<file path="src/rtl/if_fetch_unit.sv">
// if_fetch_unit: instruction fetch stage in front of a byte-wide memory
// controller. Issues four sequential byte reads per instruction, captures each
// returned byte one cycle after its request was serviced, assembles a
// little-endian 32-bit word and presents it to IF/ID with a valid/stall
// handshake. Branch redirects abort the current fetch; MEM-stage traffic
// (mem_busy_i) delays request issue without disturbing byte order.
//
// Ports:
//   clk, rst             clock, synchronous active-high reset
//   stall_in             IF/ID cannot accept; hold the presented instruction
//   branch_flag_in       redirect request from execute
//   branch_target_in     redirect PC (used unmodified)
//   mem_busy_i           memory controller busy with MEM stage this cycle
//   inst_byte_i          byte returned one cycle after a serviced request
//   if_req_o, if_addr_o  combinational fetch request / byte address
//   inst_valid_o         registered valid for inst_o / inst_pc_o
//   inst_o, inst_pc_o    registered instruction and its PC
module if_fetch_unit #(
  parameter logic [31:0] RESET_PC = 32'h0000_0000
) (
  input  logic        clk,
  input  logic        rst,
  input  logic        stall_in,
  input  logic        branch_flag_in,
  input  logic [31:0] branch_target_in,
  input  logic        mem_busy_i,
  input  logic [7:0]  inst_byte_i,
  output logic        if_req_o,
  output logic [31:0] if_addr_o,
  output logic        inst_valid_o,
  output logic [31:0] inst_o,
  output logic [31:0] inst_pc_o
);

  typedef enum logic {FETCH, DONE} state_e;

  state_e            state_q, state_d;
  logic [31:0]       pc_q, pc_d;
  logic [2:0]        issue_cnt_q, issue_cnt_d;
  logic [2:0]        recv_cnt_q, recv_cnt_d;
  logic              byte_vld_p1_q, byte_vld_p1_d;
  logic [2:0][7:0]   byte_buf_q, byte_buf_d;
  logic              inst_valid_q, inst_valid_d;
  logic [31:0]       inst_q, inst_d;
  logic [31:0]       inst_pc_q, inst_pc_d;
  logic              serviced;

  // Request stage: address issue towards the memory controller
  assign if_req_o  = (state_q == FETCH) && (issue_cnt_q < 3'd4) && !branch_flag_in && !rst;
  assign if_addr_o = pc_q + {29'd0, issue_cnt_q};
  assign serviced  = if_req_o && !mem_busy_i;

  always_comb begin
    state_d       = state_q;
    pc_d          = pc_q;
    issue_cnt_d   = issue_cnt_q;
    recv_cnt_d    = recv_cnt_q;
    byte_vld_p1_d = 1'b0;
    byte_buf_d    = byte_buf_q;
    inst_valid_d  = inst_valid_q;
    inst_d        = inst_q;
    inst_pc_d     = inst_pc_q;

    if (branch_flag_in) begin
      pc_d         = branch_target_in;
      issue_cnt_d  = 3'd0;
      recv_cnt_d   = 3'd0;
      inst_valid_d = 1'b0;
      state_d      = FETCH;
    end else begin
      byte_vld_p1_d = serviced;
      if (serviced) begin
        issue_cnt_d = issue_cnt_q + 3'd1;
      end

      // Capture stage: byte returned for the request serviced last cycle
      if (byte_vld_p1_q) begin
        recv_cnt_d = recv_cnt_q + 3'd1;
        case (recv_cnt_q)
          3'd0: byte_buf_d[0] = inst_byte_i;
          3'd1: byte_buf_d[1] = inst_byte_i;
          3'd2: byte_buf_d[2] = inst_byte_i;
          3'd3: begin
            inst_d       = {inst_byte_i, byte_buf_q[2], byte_buf_q[1], byte_buf_q[0]};
            inst_pc_d    = pc_q;
            inst_valid_d = 1'b1;
            state_d      = DONE;
          end
          default: ;
        endcase
      end

      // Present stage: handshake with IF/ID
      if (state_q == DONE && !stall_in) begin
        inst_valid_d = 1'b0;
        pc_d         = pc_q + 32'd4;
        issue_cnt_d  = 3'd0;
        recv_cnt_d   = 3'd0;
        state_d      = FETCH;
      end
    end
  end

  always_ff @(posedge clk) begin
    byte_buf_q <= byte_buf_d;
    if (rst) begin
      state_q       <= FETCH;
      pc_q          <= RESET_PC;
      issue_cnt_q   <= 3'd0;
      recv_cnt_q    <= 3'd0;
      byte_vld_p1_q <= 1'b0;
      inst_valid_q  <= 1'b0;
      inst_q        <= 32'd0;
      inst_pc_q     <= 32'd0;
    end else begin
      state_q       <= state_d;
      pc_q          <= pc_d;
      issue_cnt_q   <= issue_cnt_d;
      recv_cnt_q    <= recv_cnt_d;
      byte_vld_p1_q <= byte_vld_p1_d;
      inst_valid_q  <= inst_valid_d;
      inst_q        <= inst_d;
      inst_pc_q     <= inst_pc_d;
    end
  end

  assign inst_valid_o = inst_valid_q;
  assign inst_o       = inst_q;
  assign inst_pc_o    = inst_pc_q;

endmodule

</file>
<file path="config.mk">
export PLATFORM = sky130hd
export DESIGN_NAME = if_fetch_unit
export DESIGN_NICKNAME = d
export VERILOG_FILES = /design/src/rtl/if_fetch_unit.sv
export SDC_FILE = /design/constraint.sdc
export NUM_CORES = 1
export LEC_CHECK = 0
export BUFFER_PORTS_ARGS = -buffer_cell sky130_fd_sc_hd__buf_2
export CELL_PAD_IN_SITES_DETAIL_PLACEMENT = 1
export CELL_PAD_IN_SITES_GLOBAL_PLACEMENT = 2
export CORE_UTILIZATION = 32
export CTS_CLUSTER_SIZE = 12
export DETAILED_ROUTE_END_ITERATION = 10
export HOLD_SLACK_MARGIN = 0.1
export PLACE_DENSITY_LB_ADDON = 0.05
export REMOVE_ABC_BUFFERS = 1
export SLEW_MARGIN = 20
export SYNTH_ARGS = -nofsm -noshare
export SYNTH_HDL_FRONTEND = slang
export SYNTH_SLANG_ARGS = --single-unit
</file>
<file path="constraint.sdc">
create_clock -name clk -period 1.95 [get_ports clk]
set_input_delay 0.0975 -clock clk [delete_from_list [all_inputs] [get_ports clk]]
set_output_delay 0.0975 -clock clk [all_outputs]
set_load 0.05 [all_outputs]
</file>
==> impl_metrics.tcl, run 1 <==
set metrics [dict create \
    outcome "finished with violations" \
    violations "negative setup slack" \
    ys_types 54 \
    whs_ns 0.195 \
    initial_core_util 0.332 \
    grt_max_degree 51 \
    synth_top_family_by_area "simple AND/OR/NAND/NOR gates" \
    finalNonFillerCells 1132 \
    synth_xor_area_frac 0.0842 \
    wirelength_um 19200 \
    syn_area_sq_um 5830 \
    cp-start-kind "register" \
    synthAdderAreaFrac 0.0249 \
    power.density_nw_per_um2 769 \
    synth.area.mux_share 0.0120 \
    die_width_um 137 \
    clock_path_buffers 2 \
    crit_path_top_delay_cell "dfxtp_2" \
    htree_levels 4 \
    avgRoutedWirePerCell_um 16.9 \
    design_area_sq_um 8820 \
    fmax_mhz 408 \
    drv_cap 0 \
    peakVddDrop_mv 0.637 \
    grt_pass1_wl_um 29700 \
    post_dp_cell_area_sq_um 7190 \
    hold_start "branch_flag_in" \
    whs_path_depth 4 \
    grt-ovfl-total 0 \
    synth_compound_area_frac 0.105 \
    seq_area_frac_synth 0.481 \
    yosysTopAreaCell "dfxtp_1" \
    area_delta_synth_final_pct 51.4 \
    synthTopCellsByCount "nand2_1 (161), dfxtp_1 (104), a21oi_1 (78)" \
    drc 0 \
    diodes 0 \
    syn_avg_cell_area_sq_um 8.94 \
    rsz0062_at_grt "yes" \
    final_layout_size_suffix_gt1_frac 0.366 \
    tritoncts "done" \
    yosys_warnings 0 \
    timing.rr.end "pc_q[15]" \
    synth_flop_cell "dfxtp_1" \
    critPathCaptureType "output pin" \
    grt_pass1_vias 5746 \
    die-area_sq_um 18800 \
    worst_pin_slew_ns 0.650 \
    slowest_delay_ns 0.35 \
    vias_per_cell 4.88 \
    core_area_sq_um 17500 \
    dp_slack_ns -0.425 \
    drv_slew 0 \
    synth_cells 652 \
    synth_top_area_frac 0.357 \
    yosysMostFrequentCell "nand2_1" \
    fin_ws_ns -0.499 \
    synth.area.top_cells "dfxtp_1 (36%), edfxtp_1 (12%), nand2_1 (10%), a21oi_1 (6.7%), xor2_1 (4.4%)" \
    clk_pin_slew_ns 0.06 \
    leakage_nw 3.80 \
    timing.final.crit_share 1.26 \
    ant_nets 0 \
    r2r-start "pc_q[6]" \
    reg2reg_depth 6 \
    crit_path_frequent_cell "buf_6" \
    ys_ff_latch 128 \
    drtIter0Drc 153 \
    gp_congestion 0.765 \
    vias 5519 \
    synth_edf_count 24 \
    arrival_ns 2.35 \
    finalSetupViolations 29 \
    async_reset_ff_frac 0 \
    crit_family "simple AND/OR/NAND/NOR gates" \
    die_h_um 137 \
    worstSetupPathType "reg -> out" \
    fin_util 0.503 \
    yosys.area_share.simple 0.249 \
    hp-class "in -> reg" \
    rows 48 \
    place_inst 1044 \
    required_ns 1.85 \
    finalNetCount 950 \
    path_buf_inv 2 \
    slew_headroom 0.567 \
    finalCriticalPeriod_ns 2.45 \
    skew_ns 0.00775 \
    port_buffers 142 \
    io_pins 143 \
    grtUsageTotal 0.211 \
    path_cells "ha_4 -> fa_2 -> a21o_1 -> nand4_1 -> buf_6 -> or2_4 -> nor2_4 -> xor2_2 -> buf_6" \
    antenna_found_initial 0 \
    clock-sinks 128 \
    dr.pass1.iters 4 \
    cts_root_buffer "clkbuf_16" \
    dp_hpwl_um 13100 \
    cts_made_buffers 17 \
    hold_end "pc_q[6]" \
    r2r_slack_ns 0 \
    clock_latency_ns 0.43 \
    cp_max_fo 4 \
    final_hold_viol_count 0 \
]
[layout by cell type, fill, tap and decap left out, types with 4 or more instances in the layout]
cell type      Yosys  routed
a211oi_1          12      12
a21oi_1           78      77
and2_1             5       5
buf_2             20     111
buf_4              3      92
buf_6              1      23
clkbuf_16          0      17
dfxtp_1          104      97
dfxtp_2            0       5
dlygate4sd3_1      0      45
edfxtp_1          24      24
ha_1              10       6
inv_1              5       5
mux2i_1            7       7
nand2_1          161     158
nand3_1            9       7
nand4_1           11      11
nor2_1            43      35
nor2_2             0       5
nor3_1             5       4
nor3_2             7       7
nor4_4             1       8
o21ai_0            5       5
xnor2_1           27      21
xnor2_2            0       5
xor2_1            29      23
xor2_2             0       6
[per-layer routing]
metal,vias up,routed length (um),GRT usage
met5,-,0,0
met4,0,325,0.0812
met3,26,631,0.0374
met2,108,9160,0.343
met1,2699,9060,0.276
li1,2686,-,-
[what timing repair did]
action                                 in CTS  in global routing
hold buffers                               45                  0
pin swaps                                  29                 26
endpoints found under the hold margin      81                  0
setup endpoints to repair                  30                 33
gates resized for setup                    77                 44
buffers inserted                            8                  8
gates cloned                                0                  0
[worst max-delay path by stage]
stage / from / end / slack, ns / cells after the start
final: issue_cnt_q[0] / if_addr_o[26] / -0.50 / 9
after global routing: issue_cnt_q[0] / if_addr_o[26] / -0.60 / 9
after CTS: pc_q[1] / if_addr_o[31] / -0.55 / 8
after detailed placement: issue_cnt_q[0] / if_addr_o[20] / -0.42 / 8
after global placement: pc_q[0] / if_addr_o[26] / -0.37 / 8
after floorplan: inst_valid_o / issue_cnt_q[1] / -0.96 / 4
[flip-flops by register name, summed over array words and instances, names as in the netlist]
name / cells
recv_cnt_q: 3
issue_cnt_q: 3
pc_q: 32
inst_o: 32
inst_valid_o: 1
byte_vld_p1_q: 1
byte_buf_q: 24
inst_pc_o: 32
[cell families (layout without fill, tap and decap cells)]
logic type | Yosys count | count (layout)
multiplexers | 7 | 7
XOR/XNOR | 56 | 56
AO/OA/AOI/OAI | 107 | 107
flip-flops | 128 | 128
AND/OR/NAND/NOR | 286 | 286
adder cells (fa/ha/maj) | 11 | 11
buffers and inverters | 57 | 312
[final cells by class]
type,count,area (sq um)
sequential,128,2820
tap,225,282
clock buffer,19,433
fill,2025,8720
clock inverter,13,161
timing repair buffer,274,2010
multi-input combinational,467,3090
inverter,6,22.5
[report_power, final]
| part | leakage (nW) | internal [W] | switching, W | total [W] |
|---|---|---|---|---|
| registers | 1.06 | 0.00274 | 0.0000466 | 0.00279 |
| clock network | 0.294 | 0.00201 | 0.00124 | 0.00326 |
| logic | 2.44 | 0.000309 | 0.000427 | 0.000736 |
[per-stage QoR]
| stage | TNS [ns] | power [W] |
|---|---|---|
| 2_1_floorplan | -54.07 | 0.00316 |
| 3_3_place_gp | -3.32 | 0.00343 |
| 3_5_place_dp | -4.53 | 0.00344 |
| 4_1_cts | -11.14 | 0.00683 |
| 5_1_grt | -14.47 | 0.00703 |
| 6_report | -11.83 | 0.00678 |
[tightest hold or removal path, stage by stage]
cell and delay, ns:
buf_2 0.16, buf_4 0.19, nand2_1 0.06, a21oi_1 0.06
(Power assumes the default switching activity.)
==> run 2, diff against run 1 <==
--- a/config.mk
+++ b/config.mk
@@ -14,6 +14,7 @@
 export HOLD_SLACK_MARGIN = 0.1
 export PLACE_DENSITY_LB_ADDON = 0.05
 export REMOVE_ABC_BUFFERS = 1
+export SETUP_SLACK_MARGIN = 0.2
 export SLEW_MARGIN = 20
 export SYNTH_ARGS = -nofsm -noshare
 export SYNTH_HDL_FRONTEND = slang
==> run 2 against run 1 <==
The flow still finishes with violations (negative setup slack). Sequential cell count did not move. Global-route usage rose by 0.26 points. Register-to-register slack improved by 0.18 ns. Critical path depth did not move. First-iteration DRC count rose by 29%. Clock skew barely moved. Sequential share of layout area fell by 0.89 points. Combinational power rose by 4.3%. Non-clock buffer count rose by 17. Critical path type unchanged.
==> impl_metrics.tcl, run 2 (same netlist as run 1, synthesis figures left out) <==
set metrics [dict create \
    cp-start-kind "register" \
    worst_pin_slew_ns 0.648 \
    drc 0 \
    path_buf_inv 2 \
    rows 48 \
    grtUsageTotal 0.213 \
    finalNetCount 967 \
    finalNonFillerCells 1149 \
    violations "negative setup slack" \
    use_met2 0.350 \
    leakage_nw 3.99 \
    path_cells "ha_4 -> fa_2 -> a21o_1 -> nand4_1 -> buf_6 -> or2_4 -> nor2_4 -> xor2_2 -> buf_6" \
    dr.pass1.iters 4 \
    r2r-start "pc_q[8]" \
    r2r_slack_ns 0.18 \
    finalSetupViolations 29 \
    hp-class "in -> reg" \
    final_hold_viol_count 0 \
    multi_input_area_sq_um 3210 \
    crit_path_top_delay_cell "dfxtp_2" \
    skew_ns 0.00814 \
    clock_latency_ns 0.43 \
    met3_usage 0.0356 \
    tritoncts "done" \
    grt_pass1_vias 5814 \
    dp_slack_ns -0.425 \
    rsz0062_at_grt "yes" \
    grt-ovfl-total 0 \
    use_met1 0.280 \
    whs_path_depth 3 \
    final_layout_size_suffix_gt1_frac 0.410 \
    crit_path_frequent_cell "buf_6" \
    grt_max_degree 51 \
    cts_made_buffers 17 \
    final_common_cell "nand2_1" \
    antenna_found_initial 0 \
    hold_end "byte_vld_p1_q" \
    gp_congestion 0.765 \
    timing.final.crit_share 1.28 \
    hold_start "branch_flag_in" \
    fin_ws_ns -0.549 \
    drtIter0Drc 198 \
    fill_cells 1997 \
    finalCriticalPeriod_ns 2.50 \
    avgRoutedWirePerCell_um 17.3 \
    dp_hpwl_um 13100 \
    core_area_sq_um 17500 \
    peakVddDrop_mv 0.626 \
    final_cell_mix "nand2_1 (158), buf_2 (109), buf_4 (93), dfxtp_1 (82), a21oi_1 (77)" \
    ant_nets 0 \
    place_inst 1044 \
    clock-sinks 128 \
    drv_slew 0 \
    reg2reg_depth 5 \
    diodes 0 \
    initial_core_util 0.332 \
    grt_pass1_wl_um 30100 \
    slowest_delay_ns 0.36 \
    port_buffers 142 \
    htree_levels 4 \
    slew_headroom 0.568 \
    cp_max_fo 4 \
    clock_path_buffers 2 \
    clk_pin_slew_ns 0.06 \
    critPathCaptureType "output pin" \
    seq_area_sq_um 2850 \
    worstSetupPathType "reg -> out" \
    whs_ns 0.132 \
    power.density_nw_per_um2 744 \
    die-area_sq_um 18800 \
    timing.rr.end "pc_q[20]" \
    drv_cap 0 \
    vias 5579 \
    io_pins 143 \
    wirelength_um 19800 \
    arrival_ns 2.40 \
    die_h_um 137 \
    crit_family "simple AND/OR/NAND/NOR gates" \
    outcome "finished with violations" \
    grt.busiest_layer "met2" \
    area_delta_synth_final_pct 57.4 \
    vias_per_cell 4.86 \
    required_ns 1.85 \
    cts_root_buffer "clkbuf_16" \
    die_width_um 137 \
    fmax_mhz 400 \
]
==> run 2: cell types whose count changed in the layout (fill, tap and decap cells not counted), moves of 3 or more <==
cell,change
dfxtp_2,+10
nor3_4,+3
dfxtp_1,-15
dfxtp_4,+5
buf_6,+18
==> run 2: through the flow <==
| stage | cell area, sq um | util | setup TNS [ns] | power [W] |
|---|---|---|---|---|
| finish | 9170 | 0.523 | -11.87 | 0.00682 |
| floorplan | 5590 | - | -54.07 | 0.00316 |
| CTS | 8740 | 0.499 | -11.64 | 0.00684 |
| detailed placement | 7190 | 0.410 | -4.53 | 0.00344 |
| global placement | 7190 | 0.410 | -3.32 | 0.00343 |
| global route | 9170 | 0.523 | -14.29 | 0.00707 |
==> run 2: timing repair <==
action | CTS | global route
pin swaps | 37 | 26
gates resized for setup | 101 | 82
buffers inserted | 17 | 12
gates cloned | 0 | 0
hold buffers | 44 | 0
hold endpoints to repair | 81 | 0
setup endpoints to repair | 37 | 55
==> run 2: routing by layer <==
| layer | vias to the layer above | part of all wire |
|---|---|---|
| met5 | - | 0 |
| met4 | 0 | 0.019 |
| met3 | 31 | 0.029 |
| met2 | 112 | 0.48 |
| met1 | 2710 | 0.47 |
| li1 | 2726 | - |
==> run 2: final cells by class <==
type	count	area share
Multi-Input combinational cell	467	0.350
Sequential cell	128	0.310
Timing Repair Buffer	291	0.242
Clock buffer	19	0.0472
Tap cell	225	0.0307
Clock inverter	13	0.0176
Inverter	6	0.00246
==> run 2: worst reg2reg max path: cells and delay by family, from the launching register on <==
kind / cells / cell delay, ns
flip-flops: 1 / 0.38
buffers and inverters: 1 / 0.17
AND/OR/NAND/NOR: 3 / 0.80
AO/OA/AOI/OAI: 1 / 0.32
==> run 2: worst max path at each step <==
stage	start	end	slack [ns]	cells after the start
5_1_grt	issue_cnt_q[0]	if_addr_o[20]	-0.69	9
4_1_cts	pc_q[1]	if_addr_o[31]	-0.55	8
2_1_floorplan	inst_valid_o	issue_cnt_q[1]	-0.96	4
3_5_place_dp	issue_cnt_q[0]	if_addr_o[20]	-0.42	8
3_3_place_gp	pc_q[0]	if_addr_o[26]	-0.37	8
6_report	issue_cnt_q[0]	if_addr_o[26]	-0.55	9
==> run 2: power by group <==
part	switching (W)	leakage [nW]	internal, W
Sequential	0.0000527	1.07	0.00274
Clock	0.00125	0.294	0.00201
Combinational	0.000438	2.62	0.000331
Total	0.00174	3.99	0.00509
